`src/rtl/tank_level_ctrl.sv`:
```
`timescale 1ns/1ps
`default_nettype none
// ============================================================================
// Module   : tank_level_ctrl
// Purpose  : Tank pump / outlet-valve / alarm controller. N_LVL level sensors
//            form a thermometer code. The pump runs with hysteresis between
//            ON_LVL and OFF_LVL, with a minimum run time, a fill timeout and
//            a latched fault that the operator releases with ack.
// Ports    : clk    - system clock, rising edge
//            reset  - asynchronous, active-high, clears all state
//            lvl    - level sensors, thermometer code (lvl[i]=1: at/above i)
//            ack    - operator acknowledge, releases FAULT
//            P      - pump on        (only in FILL)
//            E      - outlet valve   (level >= 1 and not in FAULT)
//            A      - alarm          (only in FAULT)
// Options  : TANK_SYNC_EN - when defined, lvl and ack pass through a 2-flop
//            synchroniser before use (every response 2 cycles later).
// Revision : 1.0 - initial release
// ============================================================================
module tank_level_ctrl #(
   parameter int N_LVL   = 4,
   parameter int ON_LVL  = 1,
   parameter int OFF_LVL = 3,
   parameter int MIN_ON  = 8,
   parameter int TIMEOUT = 64
) (
   input  logic             clk,
   input  logic             reset,
   input  logic [N_LVL-1:0] lvl,
   input  logic             ack,
   output logic             P,
   output logic             E,
   output logic             A
);

   localparam int c_LW = $clog2(N_LVL + 1);
   localparam int c_RW = $clog2(MIN_ON) + 1;
   localparam int c_TW = $clog2(TIMEOUT) + 1;

   localparam logic [c_LW-1:0] c_ON      = c_LW'(ON_LVL);
   localparam logic [c_LW-1:0] c_OFF     = c_LW'(OFF_LVL);
   localparam logic [c_LW-1:0] c_FULL    = c_LW'(N_LVL);
   localparam logic [c_RW-1:0] c_RUN_MAX = c_RW'(MIN_ON - 1);
   localparam logic [c_TW-1:0] c_TMO_MAX = c_TW'(TIMEOUT - 1);

   typedef enum logic [1:0] {
      S_IDLE  = 2'd0,
      S_FILL  = 2'd1,
      S_FAULT = 2'd2
   } state_t;

   state_t            r_state, w_state_nxt;
   logic [c_RW-1:0]   r_run, w_run_nxt;
   logic [c_TW-1:0]   r_tmo, w_tmo_nxt;
   logic [1:0]        r_bad, w_bad_nxt;
   // Last valid level count. It is both the held level while the code is
   // invalid and the previous-cycle level used for the rise test.
   logic [c_LW-1:0]   r_L;

   logic [N_LVL-1:0]  w_lvl;
   logic              w_ack;
   logic              w_valid;
   logic [c_LW-1:0]   w_cnt;
   logic [c_LW-1:0]   w_L;
   logic              w_bad_trip;
   logic              w_rise;

   // ------------------------------------------------------------------------
   // Input conditioning
   // ------------------------------------------------------------------------
`ifdef TANK_SYNC_EN
   logic [N_LVL-1:0] r_lvl_s1, r_lvl_s2;
   logic             r_ack_s1, r_ack_s2;

   always_ff @(posedge clk or posedge reset) begin
      if (reset) begin
         r_lvl_s1 <= '0;
         r_lvl_s2 <= '0;
         r_ack_s1 <= 1'b0;
         r_ack_s2 <= 1'b0;
      end else begin
         r_lvl_s1 <= lvl;
         r_lvl_s2 <= r_lvl_s1;
         r_ack_s1 <= ack;
         r_ack_s2 <= r_ack_s1;
      end
   end

   assign w_lvl = r_lvl_s2;
   assign w_ack = r_ack_s2;
`else
   assign w_lvl = lvl;
   assign w_ack = ack;
`endif

   // ------------------------------------------------------------------------
   // Thermometer decode: a 1 directly above a 0 anywhere marks the code bad.
   // ------------------------------------------------------------------------
   always_comb begin
      w_valid = 1'b1;
      w_cnt   = '0;
      for (int i = 0; i < N_LVL; i++) begin
         if (w_lvl[i]) w_cnt = w_cnt + c_LW'(1);
      end
      for (int i = 1; i < N_LVL; i++) begin
         if (w_lvl[i] && !w_lvl[i-1]) w_valid = 1'b0;
      end
   end

   assign w_L        = w_valid ? w_cnt : r_L;
   assign w_bad_nxt  = w_valid ? 2'd0 : ((r_bad == 2'd3) ? 2'd3 : r_bad + 2'd1);
   assign w_bad_trip = w_bad_nxt[1];
   assign w_rise     = (w_L > r_L);

   // ------------------------------------------------------------------------
   // Next state, counters and Moore outputs
   // ------------------------------------------------------------------------
   always_comb begin
      w_state_nxt = r_state;
      w_run_nxt   = '0;
      w_tmo_nxt   = '0;
      P           = (r_state == S_FILL);
      A           = (r_state == S_FAULT);
      E           = (r_L != '0) && (r_state != S_FAULT);

      case (r_state)
         S_IDLE: begin
            if (w_bad_trip)
               w_state_nxt = S_FAULT;
            else if ((w_L <= c_ON) && (w_L < c_FULL))
               w_state_nxt = S_FILL;
         end
         S_FILL: begin
            if (w_bad_trip)
               w_state_nxt = S_FAULT;
            else if (w_L == c_FULL)
               w_state_nxt = S_IDLE;
            else if ((r_tmo == c_TMO_MAX) && !w_rise)
               w_state_nxt = S_FAULT;
            else if ((w_L >= c_OFF) && (r_run >= c_RUN_MAX))
               w_state_nxt = S_IDLE;
            else begin
               w_run_nxt = (r_run >= c_RUN_MAX) ? r_run : r_run + c_RW'(1);
               // The timeout branch above guarantees r_tmo < c_TMO_MAX here
               // whenever the level did not rise, so the increment cannot wrap.
               w_tmo_nxt = w_rise ? '0 : r_tmo + c_TW'(1);
            end
         end
         S_FAULT: begin
            if (w_ack && w_valid)
               w_state_nxt = S_IDLE;
         end
         default: w_state_nxt = S_FAULT;
      endcase
   end

   always_ff @(posedge clk or posedge reset) begin
      if (reset) begin
         r_state <= S_IDLE;
         r_run   <= '0;
         r_tmo   <= '0;
         r_bad   <= 2'd0;
         r_L     <= '0;
      end else begin
         r_state <= w_state_nxt;
         r_run   <= w_run_nxt;
         r_tmo   <= w_tmo_nxt;
         r_bad   <= w_bad_nxt;
         r_L     <= w_L;
      end
   end

endmodule
`default_nettype wire
```
`config.mk`:
```
export PLATFORM = sky130hd
export DESIGN_NAME = tank_level_ctrl
export DESIGN_NICKNAME = d
export VERILOG_FILES = /design/src/rtl/tank_level_ctrl.sv
export SDC_FILE = /design/constraint.sdc
export NUM_CORES = 1
export LEC_CHECK = 0
export BUFFER_PORTS_ARGS = -buffer_cell sky130_fd_sc_hd__clkbuf_2
export CAP_MARGIN = 30
export CORE_MARGIN = 2
export CORE_UTILIZATION = 40
export DETAILED_ROUTE_END_ITERATION = 7
export GPL_ROUTABILITY_DRIVEN = 0
export MAX_ROUTING_LAYER = met4
export SLEW_MARGIN = 20
export SYNTH_ARGS = -nofsm -noshare
export SYNTH_HDL_FRONTEND = slang
export SYNTH_SLANG_ARGS = --single-unit
```
`constraint.sdc`:
```
create_clock -name clk -period 4.75 [get_ports clk]
set_clock_uncertainty 0.05 [all_clocks]
set_input_delay 0.475 -clock clk [delete_from_list [all_inputs] [get_ports clk]]
set_output_delay 0.475 -clock clk [all_outputs]
set_load 0.02 [all_outputs]
```
==> flow_metrics.py, run 1 <==
metrics = {
    "routing": {
        "wl_met1_um": 1240,
        "wl_per_cell_um": 14.5,
        "num_vias": 991,
        "wl_met2_um": 1110,
        "dr.pass1.iters": 4,
        "antenna_left": 0,
        "routed_wl_um": 2430,
        "drt_iter0_drc": 20,
        "top_layer_used": "met4",
        "viasPerCell": 5.90,
        "drc": 0,
        "met3WireLength_um": 56,
    },
    "floorplanning": {
        "die_area_sq_um": 3490,
        "chipHeight_um": 59.1,
        "initial_core_util_pct": 42.9,
        "coreArea_sq_um": 2830,
        "fp-row-count": 19,
        "die_x_um": 59.1,
        "ioPinCount": 10,
    },
    "power_and_ir_drop": {
        "leakage_nw": 0.566,
        "ir_worst_vdd_mv": 0.214,
        "power.density_nw_per_um2": 311,
    },
    "global_routing": {
        "antenna_found_initial": 0,
        "grt_pass1_wl_um": 4260,
        "grt_max_degree": 19,
        "grt_use_total_pct": 16.7,
        "grt_overflow": 0,
        "grt_pass1_vias": 926,
    },
    "synth": {
        "yosys.cell_types.count": 38,
        "avgSynthCellArea_sq_um": 9.55,
        "synthesis.area_sq_um": 1210,
        "ys.flop_type": "dfrtp_1",
        "ys_warn_count": 0,
        "synth_edf_count": 0,
        "synth-seq-area-share_pct": 37.2,
        "yosys.area.top_type": "dfrtp_1",
        "synth_nets": 142,
        "syn_inst": 127,
        "yosys.area.top_type_share_pct": 37.2,
        "postSynthRegisterBits": 18,
        "synthArstFlopShare_pct": 100,
        "synthTopCellsByArea": "dfrtp_1 (37%), ha_1 (8.3%), inv_1 (3.4%)",
        "synthTopCellsByCount": "dfrtp_1 (18), inv_1 (11), ha_1 (8)",
        "synth.most_common_cell": "dfrtp_1",
    },
    "cts": {
        "cts_setup_buffers": 0,
        "cts_buffer_depth": 2,
        "cts_tree": "built",
        "h-tree-depth": 1,
        "cts_resized": 0,
        "hold_buffers": 0,
        "cts_buffers": 3,
        "clk_pin_slew_ps": 110,
        "clock_sinks": 18,
        "cts-root-buf": "clkbuf_4",
        "clock_latency_ps": 300,
    },
    "critical_path": {
        "worstReg2RegStart": "r_L[0]$_DFF_PP0_",
        "slowest_delay_ps": 360,
        "crit_start": "lvl[1]",
        "rr_worst_depth": 10,
        "worstSetupPathType": "in -> reg",
        "start_kind": "input port",
        "worstPathRequired_ps": 4900,
        "crit_top_cell": "ha_1",
        "cp_max_fo": 11,
        "path_cells": "clkbuf_2 -> inv_1 -> ha_1 -> xor2_1 -> ha_1 -> o31ai_1 -> and2_1 -> nor2_1 -> ha_1 -> nand3_1 -> o21ai_0 -> o21ai_0 -> o211ai_2 -> nor4b_1",
        "r2r_slack_ps": 2230,
        "crit_slowest_cell": "o31ai_1",
        "crit_path_end_kind": "register",
        "reg2reg_to": "r_tmo[1]$_DFF_PP0_",
        "arrival_ps": 3640,
        "cp-endpoint": "r_tmo[1]$_DFF_PP0_",
    },
    "place": {
        "place_ws_ps": 930,
        "dp_cells": 164,
        "port_buffers": 9,
        "dp_hpwl_um": 1870,
        "place_area_sq_um": 1270,
    },
    "layout": {
        "nets": 153,
        "finalInstanceArea_sq_um": 1300,
        "layout.cells.non_filler": 168,
        "n_antenna_cell": 0,
        "syn2layout_area_growth_pct": 7.43,
        "drive_gt1_share_pct": 13.9,
    },
    "sta": {
        "worst_pin_slew_ps": 691,
        "final_hold_viol_count": 0,
        "drv_slew": 0,
        "min_period_ps": 3490,
        "max-slew-margin-rel_pct": 53.9,
        "hold_slack_ps": 191,
        "layout_worst_path_cycle_share_pct": 73.4,
        "setup_tns_ps": 0,
        "setup_viol": 0,
        "max_freq_mhz": 287,
        "rsz0062_at_grt": "false",
        "setup_slack_ps": 1260,
    },
    "hold_path": {
        "hp-class": "in -> async",
    },
    "job": {
        "max_cap_viol_count": 0,
    },
    "status": {
        "status": "complete, no violations",
    },
}
[critical path, delay by kind of cell]
family                   cells  cell delay [ps]
buffers and inverters        2              220
XOR/XNOR                     1              180
AO/OA/AOI/OAI                4             1050
AND/OR/NAND/NOR              4              790
adder cells (fa/ha/maj)      3              930
[how the worst min path moves through the flow]
stage,start,end,slack [ps],cells past startpoint
after detailed placement,r_bad[0]$_DFF_PP0_,r_bad[0]$_DFF_PP0_,390,1
after global routing,reset,r_tmo[3]$_DFF_PP0_,240,2
after CTS,reset,r_tmo[3]$_DFF_PP0_,210,2
final,reset,r_tmo[1]$_DFF_PP0_,190,2
after global placement,r_bad[0]$_DFF_PP0_,r_bad[0]$_DFF_PP0_,380,1
after floorplan,reset,r_L[0]$_DFF_PP0_,360,1
[cell usage in the layout, fill, tap and decap left out, types with 2 or more instances in the layout]
master | netlist | routed
o31ai_1 | 4 | 4
nor2_1 | 7 | 7
a31oi_1 | 4 | 4
and2_1 | 2 | 2
a211oi_1 | 3 | 3
dfrtp_1 | 18 | 18
and4b_1 | 2 | 2
clkbuf_4 | 0 | 3
a221oi_1 | 2 | 2
inv_1 | 11 | 11
nand2b_1 | 5 | 5
xor2_1 | 4 | 4
clkbuf_2 | 0 | 9
o21ai_0 | 4 | 4
nor3_1 | 7 | 7
a21oi_1 | 4 | 4
ha_1 | 8 | 8
nand2_1 | 6 | 6
nor4_1 | 6 | 6
nand3_1 | 6 | 6
xnor2_1 | 4 | 4
[cells by family (layout without fill, tap and decap cells)]
group                      after synthesis  after routing  synth area share (%)
muxes                                    2              2                  2.68
xor gates and xnor gates                 8              8                  5.78
buffers and inverters                   15             25                  6.19
adders and majority gates                8              8                  8.26
AOI/OAI and AO/OA                       31             31                  19.9
DFF                                     18             18                  37.2
and+or+nand+nor                         45             45                  20.0
[routing by layer]
| metal | up-vias | GRT usage, % |
|---|---|---|
| met1 | 477 | 23.2 |
| met3 | 4 | 2.62 |
| met4 | 0 | 5.84 |
| li1 | 496 | - |
| met5 | - | - |
| met2 | 14 | 24.6 |
[area by class of cell]
type / count / area [sq um]
Fill cell: 282 / 1530
Multi-Input combinational cell: 94 / 687
Sequential cell: 18 / 450
Timing Repair Buffer: 9 / 45.0
Inverter: 12 / 45.0
Tap cell: 31 / 38.8
Clock buffer: 4 / 36.3
[sequential cells by signal, indices dropped and copies added, names as in the netlist]
name and cells:
r_tmo 7, r_bad 2, r_L 3, r_state 2
r_run 4
[per-stage QoR]
stage | utilization, % | total power [mW]
floorplan | - | 0.278
global placement | 44.8 | 0.307
detailed placement | 44.8 | 0.312
CTS | 46.0 | 0.411
global route | 46.0 | 0.432
finish | 46.0 | 0.405
[where the power goes]
| part | switching (mW) | total [mW] | internal (mW) |
|---|---|---|---|
| clock | 0.0502 | 0.0970 | 0.0468 |
| combinational | 0.0857 | 0.130 | 0.0447 |
| sequential | 0.0125 | 0.178 | 0.166 |
Power figures use the tool's default switching activity.
==> run 2: changes to the inputs <==
clock period = 2.95 ns   (was 4.75 ns; I/O delays follow)
==> flow_metrics.py, run 2 (synthesis results as in run 1) <==
metrics = {
    "global_routing": {
        "grt_pass1_wl_um": 4930,
        "grt_max_degree": 19,
        "grt_use_total_pct": 19.3,
        "grt_overflow": 0,
        "antenna_found_initial": 0,
        "grt_pass1_vias": 1041,
    },
    "place": {
        "dp_hpwl_um": 2260,
        "port_buffers": 9,
        "dp_cells": 187,
        "place_ws_ps": -256,
    },
    "layout": {
        "largest_register_ffs": 7,
        "layout.cells.non_filler": 192,
        "syn2layout_area_growth_pct": 28.7,
        "fin_util_pct": 55.2,
        "mostFrequentLayoutCells": "buf_4 (24), dfrtp_1 (18), inv_1 (11), clkbuf_2 (9), nor2_1 (7)",
        "n_antenna_cell": 0,
        "drive_gt1_share_pct": 32.3,
        "top_register": "r_tmo",
        "largest_registers": "r_tmo: 7 flops, r_run: 4 flops, r_L: 3 flops",
        "nets": 178,
        "layout_commonest_cell": "buf_4",
    },
    "floorplanning": {
        "coreArea_sq_um": 2830,
        "fp-row-count": 19,
        "ioPinCount": 10,
        "initial_core_util_pct": 42.9,
        "die_x_um": 59.1,
        "die_area_sq_um": 3490,
        "chipHeight_um": 59.1,
    },
    "sta": {
        "setup_viol": 0,
        "max-slew-margin-rel_pct": 55.1,
        "max_freq_mhz": 345,
        "drv_slew": 0,
        "layout_worst_path_cycle_share_pct": 98.3,
        "min_period_ps": 2900,
        "setup_slack_ps": 49.7,
        "final_hold_viol_count": 0,
        "setup_tns_ps": 0,
        "worst_pin_slew_ps": 673,
    },
    "cts": {
        "cts_buffers": 3,
        "h-tree-depth": 1,
        "clk_pin_slew_ps": 100,
        "clock_latency_ps": 300,
        "hold_buffers": 0,
        "clock_sinks": 18,
        "cts-root-buf": "clkbuf_4",
        "cts_buffer_depth": 2,
        "cts_tree": "built",
    },
    "critical_path": {
        "worstSetupPathType": "in -> reg",
        "arrival_ps": 3070,
        "crit_buf_inv": 3,
        "worstReg2RegStart": "r_L[1]$_DFF_PP0_",
        "slowest_delay_ps": 300,
        "crit_slowest_cell": "ha_1",
        "cp_top_family": "compound AO/OA/AOI/OAI gates",
        "crit_top_cell": "ha_4",
        "worstPathRequired_ps": 3120,
        "cp_max_fo": 8,
        "r2r_slack_ps": 640,
        "crit_path_end_kind": "register",
        "path_cells": "clkbuf_2 -> inv_1 -> ha_4 -> xor2_2 -> ha_4 -> o31ai_4 -> and2_4 -> nor2_1 -> ha_1 -> nand3_1 -> o21ai_0 -> o21ai_1 -> o211ai_4 -> buf_6 -> nor3_1",
        "reg2reg_to": "r_run[1]$_DFFE_PP0P_",
        "rr_worst_depth": 9,
        "start_kind": "input port",
    },
    "job": {
        "max_cap_viol_count": 0,
    },
    "power_and_ir_drop": {
        "ir_worst_vdd_mv": 0.300,
        "power.density_nw_per_um2": 438,
        "finalPower_uw": 683,
        "leakage_nw": 0.685,
    },
    "hold_path": {
        "hp-class": "in -> async",
    },
    "routing": {
        "wl_per_cell_um": 15.6,
        "num_vias": 1094,
        "dr.pass1.iters": 4,
        "viasPerCell": 5.70,
        "drc": 0,
        "drt_iter0_drc": 16,
        "routed_wl_um": 3000,
        "antenna_left": 0,
    },
    "status": {
        "status": "complete, no violations",
    },
}
-- run 2: worst max-delay path by stage --
stage,start,to,slack [ps],cells past startpoint
6_report,lvl[0],r_run[1]$_DFFE_PP0P_,50,15
4_1_cts,lvl[0],r_run[1]$_DFFE_PP0P_,50,15
5_1_grt,lvl[1],r_run[1]$_DFFE_PP0P_,-20,15
3_5_place_dp,lvl[0],r_run[1]$_DFFE_PP0P_,-260,15
3_3_place_gp,lvl[0],r_run[3]$_DFFE_PP0P_,-100,15
2_1_floorplan,lvl[0],r_tmo[2]$_DFF_PP0_,30,14
-- run 2: report_power, final --
group / leakage, nW / internal [mW] / total, mW / switching [mW]
Combinational: 0.433 / 0.112 / 0.275 / 0.163
Sequential: 0.239 / 0.267 / 0.288 / 0.0212
Clock: 0.0138 / 0.0476 / 0.120 / 0.0722
-- run 2: layer usage --
layer | up-vias | GRT usage [%] | wire, um
met5 | - | - | 0
met4 | 0 | 3.57 | 95
met3 | 8 | 4.59 | 65
met2 | 12 | 29.5 | 1430
met1 | 533 | 26.6 | 1410
li1 | 541 | - | -
-- run 2: cell type report --
| class | count | area, sq um |
|---|---|---|
| fill | 248 | 1270 |
| multi-input combinational | 94 | 767 |
| sequential | 18 | 450 |
| timing repair buffer | 34 | 236 |
| inverter | 12 | 45.0 |
| tap | 31 | 38.8 |
| clock buffer | 3 | 22.5 |
-- run 2: what timing repair did --
item | in CTS | in global routing
buffers inserted | 0 | 2
setup endpoints to repair | 0 | 10
gates resized for setup | 0 | 11
-- run 2: through the flow --
stage               hold WS (ps)  area (sq um)
finish                      6.41          1560
global placement             357          1440
detailed placement           369          1440
global route                81.4          1560
floorplan                    184          1220
CTS                         37.2          1470
==> run 3: changes to the inputs <==
ABC_AREA = 1   (was default)
CAP_MARGIN = 20   (was 30)
clock period = 2.5 ns   (was 2.95 ns; I/O delays follow)
==> flow_metrics.py, run 3 <==
metrics = {
    "status": {
        "status": "complete, no violations",
    },
    "layout": {
        "drive_gt1_share_pct": 40.5,
        "n_antenna_cell": 0,
        "syn2layout_area_growth_pct": 30.0,
        "fin_util_pct": 53.8,
        "largest_registers": "r_tmo: 7 flops, r_run: 4 flops, r_L: 3 flops",
        "mostFrequentLayoutCells": "nand2_1 (33), inv_1 (19), dfrtp_1 (18), buf_4 (15), nor2_1 (14)",
        "nets": 206,
        "finalInstanceArea_sq_um": 1610,
        "layout_commonest_cell": "nand2_1",
        "top_register": "r_tmo",
        "layout.cells.non_filler": 223,
        "largest_register_ffs": 7,
    },
    "synth": {
        "synthTopCellsByArea": "dfrtp_1 (36%), nand2_1 (12%), ha_1 (8.1%)",
        "ys_warn_count": 0,
        "synthesis.area_sq_um": 1240,
        "synth_nets": 178,
        "synthTopCellsByCount": "nand2_1 (41), inv_1 (25), nor2_1 (20)",
        "yosys.cell_types.count": 24,
        "yosys.area.top_type_share_pct": 36.3,
        "avgSynthCellArea_sq_um": 7.61,
        "postSynthRegisterBits": 18,
        "synth-seq-area-share_pct": 36.3,
        "synth_edf_count": 0,
        "synth.most_common_cell": "nand2_1",
        "yosys.area.top_type": "dfrtp_1",
        "synthArstFlopShare_pct": 100,
        "syn_inst": 163,
        "ys.flop_type": "dfrtp_1",
    },
    "cts": {
        "cts-root-buf": "clkbuf_4",
        "clk_pin_slew_ps": 100,
        "clock_sinks": 18,
        "cts_tree": "built",
        "cts_buffer_depth": 2,
        "cts_buffers": 3,
        "clock_latency_ps": 290,
        "h-tree-depth": 1,
    },
    "critical_path": {
        "path_cells": "buf_4 -> inv_2 -> ha_4 -> inv_2 -> nand2_2 -> nand2_2 -> inv_2 -> ha_4 -> or2_4 -> nand3_2 -> nand2_4 -> ha_4 -> nand2_2 -> o21ai_2 -> nand2_2 -> nand2_2 -> nand2_4 -> a21oi_4 -> nand3_4 -> nor2_1",
        "worstPathRequired_ps": 2680,
        "cp-endpoint": "r_tmo[2]$_DFF_PP0_",
        "crit_top_cell": "nand2_2",
        "r2r_slack_ps": 600,
        "worstReg2RegStart": "r_L[2]$_DFF_PP0_",
        "crit_path_end_kind": "register",
        "reg2reg_to": "r_tmo[2]$_DFF_PP0_",
        "crit_start": "lvl[1]",
        "slowest_delay_ps": 280,
        "start_kind": "input port",
        "worstSetupPathType": "in -> reg",
        "crit_slowest_cell": "ha_4",
        "cp_max_fo": 6,
        "arrival_ps": 2550,
        "rr_worst_depth": 13,
    },
    "sta": {
        "final_hold_viol_count": 0,
        "rsz0062_at_grt": "false",
        "layout_worst_path_cycle_share_pct": 94.7,
        "max_freq_mhz": 422,
        "min_period_ps": 2370,
        "setup_viol": 0,
        "max-slew-margin-rel_pct": 54.1,
        "worst_pin_slew_ps": 688,
        "drv_slew": 0,
        "hold_slack_ps": 193,
    },
    "floorplanning": {
        "initial_core_util_pct": 41.3,
        "chipHeight_um": 59.7,
        "coreArea_sq_um": 3000,
        "ioPinCount": 10,
        "fp-row-count": 20,
        "die_area_sq_um": 3560,
        "die_x_um": 59.7,
    },
    "global_routing": {
        "grt_overflow": 0,
        "grt_pass1_vias": 1101,
        "grt_use_total_pct": 15.7,
        "grt_pass1_wl_um": 4150,
        "antenna_found_initial": 0,
        "grt_max_degree": 19,
    },
    "routing": {
        "viasPerCell": 4.87,
        "num_vias": 1085,
        "antenna_left": 0,
        "drt_iter0_drc": 24,
        "routed_wl_um": 2460,
        "dr.pass1.iters": 4,
        "drc": 0,
        "wl_per_cell_um": 11.0,
    },
    "place": {
        "dp_hpwl_um": 1940,
        "place_area_sq_um": 1450,
        "port_buffers": 9,
        "dp_cells": 217,
    },
    "job": {
        "max_cap_viol_count": 0,
    },
    "hold_path": {
        "hp-start": "ack",
        "hp-class": "in -> reg",
    },
    "power_and_ir_drop": {
        "power.density_nw_per_um2": 577,
        "ir_worst_vdd_mv": 0.291,
        "leakage_nw": 0.840,
    },
}
[run 3: power breakdown]
group / total, mW / internal, mW / switching, mW / leakage (nW)
combinational: 0.414 / 0.168 / 0.246 / 0.582
clock: 0.176 / 0.0887 / 0.0873 / 0.0210
sequential: 0.341 / 0.319 / 0.0222 / 0.237
total: 0.931 / 0.575 / 0.356 / 0.840
[run 3: how the worst min path moves through the flow]
stage                             end  slack (ps)  depth (start not counted)
2_1_floorplan        r_L[0]$_DFF_PP0_         140                          1
3_3_place_gp     r_run[1]$_DFFE_PP0P_         310                          2
3_5_place_dp     r_run[0]$_DFFE_PP0P_         310                          2
4_1_cts        r_state[1]$_DFFE_PP0P_         190                          4
5_1_grt        r_state[1]$_DFFE_PP0P_         200                          4
6_report       r_state[1]$_DFFE_PP0P_         190                          4
[run 3: kinds of logic (layout without fill, tap and decap cells)]
logic type | after synthesis | after routing | share of synthesized area [%]
flops | 18 | 18 | 36.3
buf+inv | 29 | 56 | 9.58
compound gates | 12 | 12 | 6.05
xor+xnor | 4 | 4 | 2.82
fa+ha+maj | 8 | 8 | 8.06
simple gates | 92 | 92 | 37.2
[run 3: stage by stage]
stage / setup TNS, ps / worst slack (ps) / power, mW
floorplan: 0 / 6.54 / 0.593
global placement: -2010 / -181 / 0.696
detailed placement: -2810 / -254 / 0.708
CTS: 0 / 59.9 / 0.891
global route: 0 / 15.1 / 1.00
finish: 0 / 132 / 0.931
[run 3: per-layer routing]
metal / wire [um] / track usage, % / vias up
li1: - / - / 557
met5: 0 / - / -
met3: 59 / 1.73 / 6
met2: 1420 / 30.7 / 15
met4: 40 / 7.94 / 0
met1: 941 / 14.6 / 507
[run 3: critical path: cells and delay by family]
family	cells	cell delay (ps)
buffers and inverters	4	250
AO/OA/AOI/OAI	2	260
adder cells (fa/ha/maj)	3	740
AND/OR/NAND/NOR	11	1030
[run 3: final cells by class]
type / count / area [sq um]
inverter: 28 / 110
timing repair buffer: 24 / 169
tap: 33 / 41.3
clock buffer: 4 / 36.3
sequential: 18 / 450
multi-input combinational: 116 / 807
fill: 287 / 1390
[run 3: what timing repair did]
| item | in CTS | in global routing |
|---|---|---|
| buffers inserted | 0 | 1 |
| setup endpoints to repair | 0 | 13 |
| resized for setup | 0 | 32 |
| hold buffers | 1 | 0 |
| endpoints found under the hold margin | 18 | 0 |
